`src/rtl/draw_layer_arbiter.sv`:
```
// draw_layer_arbiter
// Four-layer pixel arbiter for a raster pipeline. Every pixel clock it picks
// the highest-priority drawable layer (0 > 1 > 2 > 3 > background), registers
// the winning RGB332 pixel and its source index, and accumulates pairwise
// layer overlaps over a frame. The overlap set is published at every
// startOfFrame together with a one-cycle collisionValid pulse.
//
// Optional feature: define DRAW_ARB_BLINK_EN to build a frame counter that
// hides layer 1 for 2^BLINK_LOG2 frames out of every 2^(BLINK_LOG2+1) while
// blinkLayer1 is high. Without the macro no counter exists and blinkLayer1 is
// ignored.
//
// Timing contract: all outputs are registered. RGBOut/activeLayer show the
// result for the inputs of the previous clock. startOfFrame is a one-cycle
// strobe on the first pixel of a frame; there is no handshake, every cycle
// carries exactly one pixel.
module draw_layer_arbiter #(
    parameter logic [7:0] TRANSPARENT_COLOR = 8'hFF,
    parameter int         BLINK_LOG2        = 3
) (
    input  logic       clk,
    input  logic       resetN,
    input  logic       startOfFrame,
    input  logic [3:0] layerEnable,
    input  logic [3:0] drawReq,
    input  logic [7:0] layerRGB0,
    input  logic [7:0] layerRGB1,
    input  logic [7:0] layerRGB2,
    input  logic [7:0] layerRGB3,
    input  logic [7:0] BG_RGB,
    input  logic       blinkLayer1,
    output logic [7:0] RGBOut,
    output logic [2:0] activeLayer,
    output logic [5:0] collisionFlags,
    output logic       collisionValid
);

    // Source index reported when no layer wins.
    localparam logic [2:0] LP_SRC_BG = 3'd4;

    // ------------------------------------------------------------------
    // Frame-synchronous layer enables
    // ------------------------------------------------------------------
    logic [3:0] r_en_latched;
    logic [3:0] w_en_eff;

    // Enables are captured only at the frame boundary so mid-frame changes
    // cannot tear an object.
    always_ff @(posedge clk or negedge resetN) begin
        if (!resetN) begin
            r_en_latched <= 4'b1111;
        end else if (startOfFrame) begin
            r_en_latched <= layerEnable;
        end
    end

    // The boundary pixel already belongs to the new frame, so it uses the
    // enables being latched on that same cycle.
    always_comb begin
        w_en_eff = r_en_latched;
        if (startOfFrame) begin
            w_en_eff = layerEnable;
        end
    end

    // ------------------------------------------------------------------
    // Per-layer validity (blink-independent, feeds collision detection)
    // ------------------------------------------------------------------
    logic [3:0] w_layer_valid;

    // A layer is valid when it requests the pixel, is enabled for this frame
    // and its colour is not the transparent key.
    always_comb begin
        w_layer_valid[0] = drawReq[0] & w_en_eff[0] & (layerRGB0 != TRANSPARENT_COLOR);
        w_layer_valid[1] = drawReq[1] & w_en_eff[1] & (layerRGB1 != TRANSPARENT_COLOR);
        w_layer_valid[2] = drawReq[2] & w_en_eff[2] & (layerRGB2 != TRANSPARENT_COLOR);
        w_layer_valid[3] = drawReq[3] & w_en_eff[3] & (layerRGB3 != TRANSPARENT_COLOR);
    end

    // ------------------------------------------------------------------
    // Layer-1 blink control
    // ------------------------------------------------------------------
    logic w_hide_layer1;

`ifdef DRAW_ARB_BLINK_EN
    localparam int LP_CNT_W = BLINK_LOG2 + 1;

    logic [LP_CNT_W-1:0] r_frame_cnt;
    logic                r_blink_msb;
    logic                w_blink_msb_eff;

    // Frame counter wraps naturally; its MSB is sampled alongside the
    // enables so the blink phase is constant across a frame.
    always_ff @(posedge clk or negedge resetN) begin
        if (!resetN) begin
            r_frame_cnt <= '0;
            r_blink_msb <= 1'b0;
        end else if (startOfFrame) begin
            r_frame_cnt <= r_frame_cnt + 1'b1;
            r_blink_msb <= r_frame_cnt[LP_CNT_W-1];
        end
    end

    // Like the enables, the boundary pixel uses the phase being sampled now.
    always_comb begin
        w_blink_msb_eff = r_blink_msb;
        if (startOfFrame) begin
            w_blink_msb_eff = r_frame_cnt[LP_CNT_W-1];
        end
        w_hide_layer1 = blinkLayer1 & w_blink_msb_eff;
    end
`else
    logic w_unused_blink;

    assign w_hide_layer1  = 1'b0;
    assign w_unused_blink = blinkLayer1 ^ BLINK_LOG2[0];
`endif

    // ------------------------------------------------------------------
    // Pixel mux
    // ------------------------------------------------------------------
    logic [3:0] w_mux_valid;
    logic [7:0] w_rgb_sel;
    logic [2:0] w_src_sel;

    // Fixed-priority selection; blinking only removes layer 1 from the mux,
    // never from collision detection.
    always_comb begin
        w_mux_valid    = w_layer_valid;
        w_mux_valid[1] = w_layer_valid[1] & ~w_hide_layer1;
        w_rgb_sel      = BG_RGB;
        w_src_sel      = LP_SRC_BG;
        if (w_mux_valid[0]) begin
            w_rgb_sel = layerRGB0;
            w_src_sel = 3'd0;
        end else if (w_mux_valid[1]) begin
            w_rgb_sel = layerRGB1;
            w_src_sel = 3'd1;
        end else if (w_mux_valid[2]) begin
            w_rgb_sel = layerRGB2;
            w_src_sel = 3'd2;
        end else if (w_mux_valid[3]) begin
            w_rgb_sel = layerRGB3;
            w_src_sel = 3'd3;
        end
    end

    logic [7:0] r_rgb_out;
    logic [2:0] r_active_layer;

    // One register stage between inputs and the pixel outputs.
    always_ff @(posedge clk or negedge resetN) begin
        if (!resetN) begin
            r_rgb_out      <= 8'h00;
            r_active_layer <= LP_SRC_BG;
        end else begin
            r_rgb_out      <= w_rgb_sel;
            r_active_layer <= w_src_sel;
        end
    end

    // ------------------------------------------------------------------
    // Collision detection
    // ------------------------------------------------------------------
    logic [5:0] w_overlap;
    logic [5:0] r_coll_acc;
    logic [5:0] r_coll_flags;
    logic       r_coll_valid;

    // Pairwise overlaps of the current pixel, bit order
    // (0,1) (0,2) (0,3) (1,2) (1,3) (2,3).
    always_comb begin
        w_overlap[0] = w_layer_valid[0] & w_layer_valid[1];
        w_overlap[1] = w_layer_valid[0] & w_layer_valid[2];
        w_overlap[2] = w_layer_valid[0] & w_layer_valid[3];
        w_overlap[3] = w_layer_valid[1] & w_layer_valid[2];
        w_overlap[4] = w_layer_valid[1] & w_layer_valid[3];
        w_overlap[5] = w_layer_valid[2] & w_layer_valid[3];
    end

    // Sticky accumulator; at the frame boundary the finished frame is
    // published and the accumulator restarts with the boundary pixel, which
    // belongs to the new frame.
    always_ff @(posedge clk or negedge resetN) begin
        if (!resetN) begin
            r_coll_acc   <= 6'b0;
            r_coll_flags <= 6'b0;
            r_coll_valid <= 1'b0;
        end else if (startOfFrame) begin
            r_coll_acc   <= w_overlap;
            r_coll_flags <= r_coll_acc;
            r_coll_valid <= 1'b1;
        end else begin
            r_coll_acc   <= r_coll_acc | w_overlap;
            r_coll_valid <= 1'b0;
        end
    end

    assign RGBOut         = r_rgb_out;
    assign activeLayer    = r_active_layer;
    assign collisionFlags = r_coll_flags;
    assign collisionValid = r_coll_valid;

endmodule

```
`config.mk`:
```
export PLATFORM = sky130hd
export DESIGN_NAME = draw_layer_arbiter
export DESIGN_NICKNAME = d
export VERILOG_FILES = /design/src/rtl/draw_layer_arbiter.sv
export SDC_FILE = /design/constraint.sdc
export NUM_CORES = 1
export LEC_CHECK = 0
export ABC_AREA = 1
export BUFFER_PORTS_ARGS = -buffer_cell sky130_fd_sc_hd__clkbuf_2
export CORE_ASPECT_RATIO = 0.5
export CORE_MARGIN = 1.5
export CORE_UTILIZATION = 50
export DETAILED_ROUTE_END_ITERATION = 6
export PLACE_DENSITY = 0.84
export SLEW_MARGIN = 20
export SYNTH_ARGS = -nofsm -noshare
export SYNTH_HDL_FRONTEND = slang
export SYNTH_SLANG_ARGS = --single-unit
```
`constraint.sdc`:
```
create_clock -name clk -period 2.2 [get_ports clk]
set_input_delay 0.44 -clock clk [delete_from_list [all_inputs] [get_ports clk]]
set_output_delay 0.44 -clock clk [all_outputs]
set_load 0.05 [all_outputs]
```
# Word level (Yosys, flattened, before mapping)
# Cells that the tools add are included.
classes:
  mux: 11
  bitwise_logic: 15
  eq_ne: 4
op_table:
  columns: ["operator", "count"]
  rows:
  - ["two-way mux 8 bit", 4]
  - ["!= test 8 bit, second input constant", 4]
  - ["AND 1 bit", 14]
  - ["two-way mux 3 bit", 4]
  - ["two-way mux 6 bit", 1]
  - ["OR 6 bit", 1]
  - ["two-way mux 4 bit", 1]
  - ["two-way mux 1 bit", 1]
totals:
  out_inout_bits: 18
  regBits: 28
  word_cells: 36
  input_bits: 52

# Logic depth before layout (Yosys ltp)
# Gate-level depths: netlist of the first run.
depth:
  depth_word: 7
  depth_mapped: 11
  depth_no_buf: 10

# Worst setup path before layout of the first run
# No wires, ideal clock.
synth_timing:
  kind: "input to register"
  from: "input startOfFrame"
  to: "register r_rgb_out[1] (netlist: RGBOut[1])"
  path_buffers: 1
  path_stages: 9
  arrival_time_ns: 1.344
  setup_time_ns: 0.116
  path_slack_ns: 0.740
  t_required_ns: 2.084
  path_cell_list: "inv_1 nand2_1 a21boi_4 nand2_4 buf_6 nand3_1 nand3_1 nand2_1 nand2_1"
synth_between:
  elab_chain_len: 7
  elab_cells_between_ends: 13
  classes_between: "5 x mux; 8 x bitwise"
synth_rtl:
  columns: ["item", "line_no", "text"]
  rows:
  - ["from (decl)", "23", "input logic startOfFrame,"]
  - ["two-way mux 4 bit (*)", "61", "if (startOfFrame) begin"]
  - ["AND 1 bit (2 in series)", "77", "w_layer_valid[3] = drawReq[3] & w_en_eff[3] & (layerRGB3 != TRANSPARENT_COLOR);"]
  - ["two-way mux 8 bit", "142", "end else if (w_mux_valid[3]) begin"]
  - ["two-way mux 8 bit", "139", "end else if (w_mux_valid[2]) begin"]
  - ["two-way mux 8 bit", "136", "end else if (w_mux_valid[1]) begin"]
  - ["two-way mux 8 bit (*)", "133", "if (w_mux_valid[0]) begin"]
  - ["net w_rgb_sel[1]", "123", "logic [7:0] w_rgb_sel;"]
  - ["to (signal assigned)", "157", "r_rgb_out <= w_rgb_sel;"]
  - ["to (decl)", "148", "logic [7:0] r_rgb_out;"]
# The timed path passes the listed nets; every way through them passes the cells marked *.
# A chain may end at the register's enable or synchronous reset.

# Final worst setup path of the first run
layout_timing:
  from: "input startOfFrame"
  to: "register r_rgb_out[4] (netlist: RGBOut[4])"
# Same word-level chain as after synthesis.

==> results of run 1 <==
## Yosys cell counts
library cell and instances:
a21boi_4 1, and2_1 1, a21oi_1 2, clkinv_1 1
nor2b_1 1, buf_4 2, nand3_1 34, o21ai_0 15
nand4_1 1, or2_0 1, buf_2 2, dfstp_2 5
clkbuf_1 2, nand2_1 83, nand2_4 2, o21ai_1 1
inv_1 24, dfrtp_1 23, buf_6 2, nor2_1 9
clkbuf_2 1, nand3_2 1
## registers in the layout, indices dropped and copies added (netlist names)
signal / cells
RGBOut: 8
collisionFlags: 6
r_coll_acc: 6
r_en_latched: 4
activeLayer: 3
collisionValid: 1
## report_power, final
group | switching (mW) | internal [mW]
registers | 0.0199 | 0.574
clock network | 0.163 | 0.244
logic | 0.304 | 0.121
## worst max-delay path: stages
cell      delay [ns]
clkbuf_2        0.24
inv_1           0.13
or2_0           0.21
o21ai_0         0.13
nor2_1          0.11
nand2_1         0.16
clkinv_1        0.27
nand2_1         0.17
nand2_1         0.09
## final timing paths
| kind | from | to | slack [ns] |
|---|---|---|---|
| max in group asynchronous | resetN | r_coll_acc[0]$_DFF_PN0_ | 1.58 |
| min | resetN | RGBOut[0]$_DFF_PN0_ | 0.18 |
| min reg2reg | collisionFlags[1]$_DFFE_PN0P_ | collisionFlags[1]$_DFFE_PN0P_ | 0.48 |
| max reg2reg | r_en_latched[3]$_DFF_PN1_ | RGBOut[4]$_DFF_PN0_ | 0.58 |
| min in group clk | layerRGB0[2] | RGBOut[2]$_DFF_PN0_ | 0.37 |
| max | startOfFrame | RGBOut[4]$_DFF_PN0_ | 0.41 |
## through the flow
stage | std cells | setup WS [ns]
after floorplan | 214 | 0.7397
after global placement | 315 | 0.2919
after detailed placement | 315 | 0.2307
after CTS | 319 | 0.4931
after global routing | 319 | 0.3359
final | 319 | 0.4051
## layout make-up
cell class              count  share of cell area (%)
clock buffers               3                   2.087
clock inverters             1                   1.518
inverters                  25                   4.744
multi-input cells         152                   34.47
flip-flops and latches     28                   35.74
well taps                  37                   2.340
repair buffers             73                   19.10
## cells by family (layout without fill, tap and decap cells)
family	Yosys count	count (layout)	share of synthesized area, %
AO/OA/AOI/OAI	19	19	7.056
AND/OR/NAND/NOR	133	133	37.15
flip-flops	28	28	45.82
buffers and inverters	34	102	9.975
## metal layers
metal  part of all wire [%]  up-vias  GRT usage, %
li1                       -      804             -
met4                    2.6        0         7.931
met3                    7.5       14         4.130
met2                     49       73         45.12
met5                      0        -             0
met1                     41      702         29.26
==> flow_summary.json, run 1 <==
{
  "status": "finished, final reports clean",
  "drtIter0Drc": 113,
  "worstMarginPinSlew_ns": 0.6745,
  "p_total_mw": 1.425,
  "stdcell_area_um2": 1978,
  "fin_skew_ns": 0.003250,
  "synth_cells": 214,
  "cts_setup_buffers": 0,
  "cts.path.max_buffers": 2,
  "setup_tns_ns": 0,
  "path_clk_slew_ns": 0.10,
  "slew_headroom_pct": 55.03,
  "die_area_um2": 3448,
  "initial_core_util_pct": 55.79,
  "reg2reg_depth": 8,
  "crit_fanout": 13,
  "ant_nets": 0,
  "placed_area_um2": 1907,
  "place_congestion": 0.9263,
  "ys_types": 22,
  "ys_ff_latch": 28,
  "slew_violations": 0,
  "via_per_inst": 4.994,
  "wl_per_cell_um": 12.27,
  "avgSynthCellArea_um2": 7.209,
  "final_layout_size_suffix_gt1_share_pct": 30.50,
  "drc": 0,
  "numCtsBuffers": 3,
  "wirelength_um": 3914,
  "multiInputGateArea_um2": 681.9,
  "cts_hold_buf": 0,
  "syn_area_um2": 1543,
  "setup_viol": 0,
  "final_common_cell": "nand2_1",
  "fin_crit_ns": 1.795,
  "mostFrequentLayoutCells": "nand2_1, clkbuf_2, nand3_1, inv_1, dfrtp_1",
  "synth.net_count": 266,
  "cts_num_sinks": 28,
  "cts_tree": "yes",
  "synth_top_cell_by_area": "dfrtp_1",
  "yosys_warnings": 0,
  "p_leak_nw": 1.158,
  "startpoint_type": "input port",
  "clk-insertion-delay-late_ns": 0.28,
  "fin_crit_sh_pct": 81.58,
  "arrival_ns": 1.96,
  "insertedDiodeCount": 0,
  "overflow": 0,
  "antenna_found_initial": 0,
  "core_area_um2": 2765,
  "synth_top_area_share_pct": 37.31,
  "grt_max_degree": 29,
  "die_height_um": 42.28,
  "grt_pass1_wl_um": 6348,
  "clockRootBuffer": "clkbuf_8",
  "grt_pass1_vias": 1456,
  "vias": 1593,
  "row_count": 13,
  "final_hold_viol_count": 0,
  "yosysSeqAreaShare_pct": 45.82,
  "required_ns": 2.36,
  "regArea_um2": 706.9,
  "hp-class": "input port to async pin",
  "ios": 70,
  "track_usage_pct": 24.64,
  "dp_hpwl_um": 2819,
  "whs_ns": 0.1771,
  "area_growth_pct": 28.22,
  "firstDrtPassIters": 4,
  "numPortBuffers": 68,
  "maxCapViolations": 0,
  "n_fill_cell": 225,
  "chipWidth_um": 81.56,
  "fmax_ghz": 0.5571,
  "cts_resized": 0,
  "critPathKind": "input port to register",
  "nets": 335,
  "fin_util_pct": 71.54,
  "powerDensity_nw_per_um2": 720.4,
  "vdd_drop_max_v": 0.0003804,
  "cp-end-kind": "register",
  "htree_levels": 1,
  "synth_area_leaders": "dfrtp_1, nand2_1, nand3_1",
  "grt_setup_unrepaired": "no"
}
Power figures use the tool's default switching activity.
==> run 2, diff against run 1 <==
--- a/config.mk
+++ b/config.mk
@@ -5,13 +5,13 @@
 export SDC_FILE = /design/constraint.sdc
 export NUM_CORES = 1
 export LEC_CHECK = 0
-export ABC_AREA = 1
+export ABC_AREA = 0
 export BUFFER_PORTS_ARGS = -buffer_cell sky130_fd_sc_hd__clkbuf_2
 export CORE_ASPECT_RATIO = 0.5
 export CORE_MARGIN = 1.5
-export CORE_UTILIZATION = 50
+export CORE_UTILIZATION = 46
 export DETAILED_ROUTE_END_ITERATION = 6
-export PLACE_DENSITY = 0.84
+export PLACE_DENSITY = 0.79
 export SLEW_MARGIN = 20
 export SYNTH_ARGS = -nofsm -noshare
 export SYNTH_HDL_FRONTEND = slang
==> constraint.sdc (replaced) <==
create_clock -name clk -period 1.7 [get_ports clk]
set_input_delay 0.34 -clock clk [delete_from_list [all_inputs] [get_ports clk]]
set_output_delay 0.34 -clock clk [all_outputs]
set_load 0.05 [all_outputs]
==> flow_summary.json, run 2 <==
{
  "p_leak_nw": 0.9983,
  "wl_per_cell_um": 14.46,
  "max_stage_delay_ns": 0.52,
  "grt_pass1_vias": 1304,
  "ios": 70,
  "insertedDiodeCount": 0,
  "arrival_ns": 1.69,
  "fmax_ghz": 0.6534,
  "maxUsedRoutingLayer": "met4",
  "overflow": 0,
  "grt_max_degree": 29,
  "cts.path.max_buffers": 2,
  "synth_edf_count": 0,
  "area_growth_pct": 30.25,
  "placed_area_um2": 1884,
  "route.met3.wl_um": 270,
  "synth_flop_cell": "dfrtp_1",
  "slowest_stage": "dfstp_2",
  "grt_setup_unrepaired": "no",
  "cts_tree": "yes",
  "stdcell_area_um2": 1956,
  "powerDensity_nw_per_um2": 955.6,
  "wirelength_um": 3586,
  "synth_top_cell_by_area": "dfrtp_1",
  "track_usage_pct": 20.56,
  "cts_hold_buf": 0,
  "initial_core_util_pct": 49.26,
  "via_per_inst": 5.665,
  "pre_cts_ws_ns": -0.01146,
  "cts_resized": 0,
  "dp_hpwl_um": 2898,
  "fin_util_pct": 64.16,
  "cts_num_sinks": 28,
  "critPathKind": "register to register",
  "drtIter0Drc": 50,
  "route.met2.wl_um": 1741,
  "grt_pass1_wl_um": 5851,
  "final_hold_viol_count": 0,
  "synth_top_area_share_pct": 38.33,
  "async_flop_share_pct": 100.0,
  "ff2ff_setup_slack_ns": 0.17,
  "cts_setup_buffers": 0,
  "vias": 1405,
  "whs_ns": 0.08871,
  "wl_met1_um": 1559,
  "reg2reg_depth": 4,
  "nets": 261,
  "clk-insertion-delay-late_ns": 0.27,
  "synth.net_count": 189,
  "cp_cell_sequence": "mux2_2 > o211a_2 > a221oi_1 > o31ai_1",
  "final_layout_size_suffix_gt1_share_pct": 48.08,
  "slew_violations": 0,
  "cp-end-kind": "register",
  "setup_viol": 0,
  "yosysSeqAreaShare_pct": 47.08,
  "fin_crit_sh_pct": 90.03,
  "largest_reg_flops": 8,
  "ant_nets": 0,
  "ys_types": 31,
  "r2r-end": "RGBOut[7]$_DFF_PN0_",
  "final.setup.worst_slack_ns": 0.1694,
  "clockRootBuffer": "clkbuf_8",
  "firstDrtPassIters": 4,
  "numPortBuffers": 68,
  "startpoint_type": "register",
  "required_ns": 1.86,
  "syn_area_um2": 1501,
  "avgSynthCellArea_um2": 10.96,
  "place_congestion": 0.8810,
  "antenna_found_initial": 0,
  "die_height_um": 43.40,
  "worstReg2RegStart": "r_en_latched[2]$_DFF_PN1_",
  "yosysMostFrequentCell": "dfrtp_1",
  "numCtsBuffers": 3,
  "crit_fanout": 9,
  "chipWidth_um": 83.80,
  "hp-class": "input port to async pin",
  "path_clk_slew_ns": 0.09,
  "row_count": 14,
  "final_common_cell": "clkbuf_2",
  "synth_commonest_cells": "dfrtp_1, inv_1, nor2_1",
  "worstMarginPinSlew_ns": 0.6841,
  "slew_headroom_pct": 54.39,
  "ys_ff_latch": 28,
  "yosys_warnings": 0,
  "fin_crit_ns": 1.531,
  "maxCapViolations": 0,
  "drc": 0,
  "synth_area_leaders": "dfrtp_1, dfstp_2, mux2_2",
  "mostFrequentLayoutCells": "clkbuf_2, dfrtp_1, inv_1, nor2_1",
  "vdd_drop_max_v": 0.0007455,
  "status": "finished, final reports clean",
  "core_area_um2": 3048,
  "htree_levels": 1,
  "synth_cells": 137,
  "fin_skew_ns": 0.001639,
  "die_area_um2": 3637
}
==> run 2: how the worst max path moves through the flow <==
stage,start,end,slack [ns]
floorplan,layerRGB0[3],RGBOut[6]$_DFF_PN0_,0.20
detailed placement,startOfFrame,RGBOut[1]$_DFF_PN0_,-0.01
global route,r_en_latched[3]$_DFF_PN1_,RGBOut[2]$_DFF_PN0_,0.08
CTS,r_en_latched[3]$_DFF_PN1_,RGBOut[1]$_DFF_PN0_,0.17
finish,r_en_latched[2]$_DFF_PN1_,RGBOut[7]$_DFF_PN0_,0.17
global placement,startOfFrame,RGBOut[2]$_DFF_PN0_,0.02
==> run 2: final cells by class <==
cell class,instances,area [um^2]
inverter,16,60.06
multi-input combinational,85,674.4
sequential,28,706.9
timing repair buffer,75,392.9
clock buffer,3,41.29
clock inverter,1,30.03
tap,40,50.05
fill,263,1092
==> run 2: stage by stage <==
step,power [mW],cells,TNS [ns]
finish,1.869,248,0
global placement,1.355,244,0
global route,1.954,248,0
detailed placement,1.369,244,-0.01146
floorplan,1.178,137,0
CTS,1.876,248,0
==> run 2: power by group <==
part           total [mW]  internal, mW  switching [mW]
combinational       0.578         0.184           0.394
sequential          0.778         0.750          0.0281
clock               0.513         0.315           0.198
==> run 2: worst max-delay path: cells and delay by family (launching register included) <==
| kind | cells | cell delay [ns] |
|---|---|---|
| mux | 1 | 0.18 |
| compound gates | 3 | 0.72 |
| flops | 1 | 0.52 |
==> run 2: layer usage <==
| layer | track usage, % | vias up |
|---|---|---|
| li1 | - | 678 |
| met1 | 28.71 | 666 |
| met3 | 3.619 | 2 |
| met4 | 3.279 | 0 |
| met5 | 0 | - |
| met2 | 35.32 | 59 |
==> run 2: kinds of logic after synthesis <==
group	after synthesis	synth area share (%)
mux	10	8.750
flops	28	47.08
simple gates	29	10.75
compound gates	46	25.42
buf+inv	24	8.000
==> run 3, diff against run 2 <==
--- a/config.mk
+++ b/config.mk
@@ -8,7 +8,7 @@
 export ABC_AREA = 0
 export BUFFER_PORTS_ARGS = -buffer_cell sky130_fd_sc_hd__clkbuf_2
 export CORE_ASPECT_RATIO = 0.5
-export CORE_MARGIN = 1.5
+export CORE_MARGIN = 8
 export CORE_UTILIZATION = 46
 export DETAILED_ROUTE_END_ITERATION = 6
 export PLACE_DENSITY = 0.79
==> flow_summary.json, run 3 (same netlist as run 2, synthesis figures left out) <==
{
  "initial_core_util_pct": 48.98,
  "vias": 1320,
  "required_ns": 1.85,
  "grt_pass1_vias": 1421,
  "cts_hold_buf": 0,
  "firstDrtPassIters": 4,
  "dp_hpwl_um": 3200,
  "arrival_ns": 1.71,
  "place_congestion": 0.9014,
  "multiInputGateArea_um2": 674.4,
  "area_growth_pct": 30.25,
  "grt_pass1_wl_um": 6527,
  "insertedDiodeCount": 0,
  "numCtsBuffers": 3,
  "startpoint_type": "register",
  "final_common_cell": "clkbuf_2",
  "n_fill_cell": 263,
  "stdcell_area_um2": 1956,
  "slew_violations": 0,
  "die_area_um2": 5459,
  "clk-insertion-delay-late_ns": 0.27,
  "cp-end-kind": "register",
  "slew_headroom_pct": 55.93,
  "fin_crit_sh_pct": 92.21,
  "p_total_mw": 1.862,
  "cts_setup_buffers": 0,
  "mostFrequentLayoutCells": "clkbuf_2, dfrtp_1, inv_1, nor2_1",
  "final.setup.worst_slack_ns": 0.1324,
  "dp.cells": 244,
  "pre_cts_ws_ns": -0.02999,
  "cp_cell_sequence": "mux2_4 > o211ai_4 > a221oi_1 > o31ai_1",
  "hp-class": "input port to async pin",
  "cts_tree": "yes",
  "whs_ns": 0.08789,
  "drc": 0,
  "status": "finished, final reports clean",
  "stdcell_count": 248,
  "final_hold_viol_count": 0,
  "ios": 70,
  "core_area_um2": 3065,
  "fin_crit_ns": 1.568,
  "chipWidth_um": 96.80,
  "fin_skew_ns": 0.002871,
  "path_clk_slew_ns": 0.09,
  "fin_util_pct": 63.80,
  "slowest_stage": "dfstp_2",
  "drtIter0Drc": 61,
  "wl_per_cell_um": 15.53,
  "nets": 261,
  "powerDensity_nw_per_um2": 952.0,
  "die_height_um": 56.40,
  "largest_reg_flops": 8,
  "cts_resized": 0,
  "p_leak_nw": 0.9977,
  "grt_setup_unrepaired": "no",
  "critPathKind": "register to register",
  "placed_area_um2": 1884,
  "numPortBuffers": 68,
  "max_stage_delay_ns": 0.53,
  "vdd_drop_max_v": 0.0008380,
  "setup_tns_ns": 0,
  "fmax_ghz": 0.6379,
  "final_layout_size_suffix_gt1_share_pct": 48.08,
  "cts_num_sinks": 28,
  "track_usage_pct": 14.28,
  "clockRootBuffer": "clkbuf_8",
  "htree_levels": 1,
  "antenna_found_initial": 0,
  "worstMarginPinSlew_ns": 0.6610,
  "overflow": 0,
  "maxCapViolations": 0,
  "setup_viol": 0,
  "grt_max_degree": 29,
  "ant_nets": 0,
  "row_count": 14,
  "regArea_um2": 706.9,
  "crit_fanout": 10,
  "via_per_inst": 5.323,
  "wirelength_um": 3852,
  "cts.path.max_buffers": 2
}
==> run 3: cell counts in the layout (fill, tap and decap cells not counted) <==
Identical to the previous run, type by type.
==> run 3: area by class of cell <==
cell class	count	share of cell area, %
Sequential cell	28	36.15
Tap cell	40	2.559
Clock inverter	1	1.536
Clock buffer	3	2.111
Timing Repair Buffer	75	20.09
Multi-Input combinational cell	85	34.48
Inverter	16	3.071
==> run 3: final timing paths <==
kind,slack [ns],to,startpoint,depth (start not counted)
setup / recovery,0.13,RGBOut[1]$_DFF_PN0_,r_en_latched[3]$_DFF_PN1_,4
hold / removal,0.09,r_coll_acc[0]$_DFF_PN0_,resetN,1
setup reg to reg,0.13,RGBOut[1]$_DFF_PN0_,r_en_latched[3]$_DFF_PN1_,4
hold reg to reg,0.51,collisionFlags[3]$_DFFE_PN0P_,collisionFlags[3]$_DFFE_PN0P_,1
max in group asynchronous,1.19,r_coll_acc[4]$_DFF_PN0_,resetN,1
min in group clk,0.33,r_en_latched[1]$_DFF_PN1_,layerEnable[1],2
==> run 3: worst max-delay path: cells and delay by family, from the launching register on <==
kind / cells / cell delay (ns)
compound gates: 3 / 0.71
flops: 1 / 0.53
mux: 1 / 0.21
==> run 3: routing by layer <==
metal | GRT usage, % | vias up | share of wire [%]
met3 | 3.171 | 2 | 4.9
met1 | 17.79 | 606 | 46
met2 | 24.62 | 35 | 48
met5 | 0 | - | 0
li1 | - | 677 | -
met4 | 3.254 | 0 | 0.70
==> run 3: power breakdown <==
group | switching [mW] | internal (mW)
registers | 0.0283 | 0.750
logic | 0.391 | 0.185
clock network | 0.192 | 0.315
total | 0.612 | 1.25
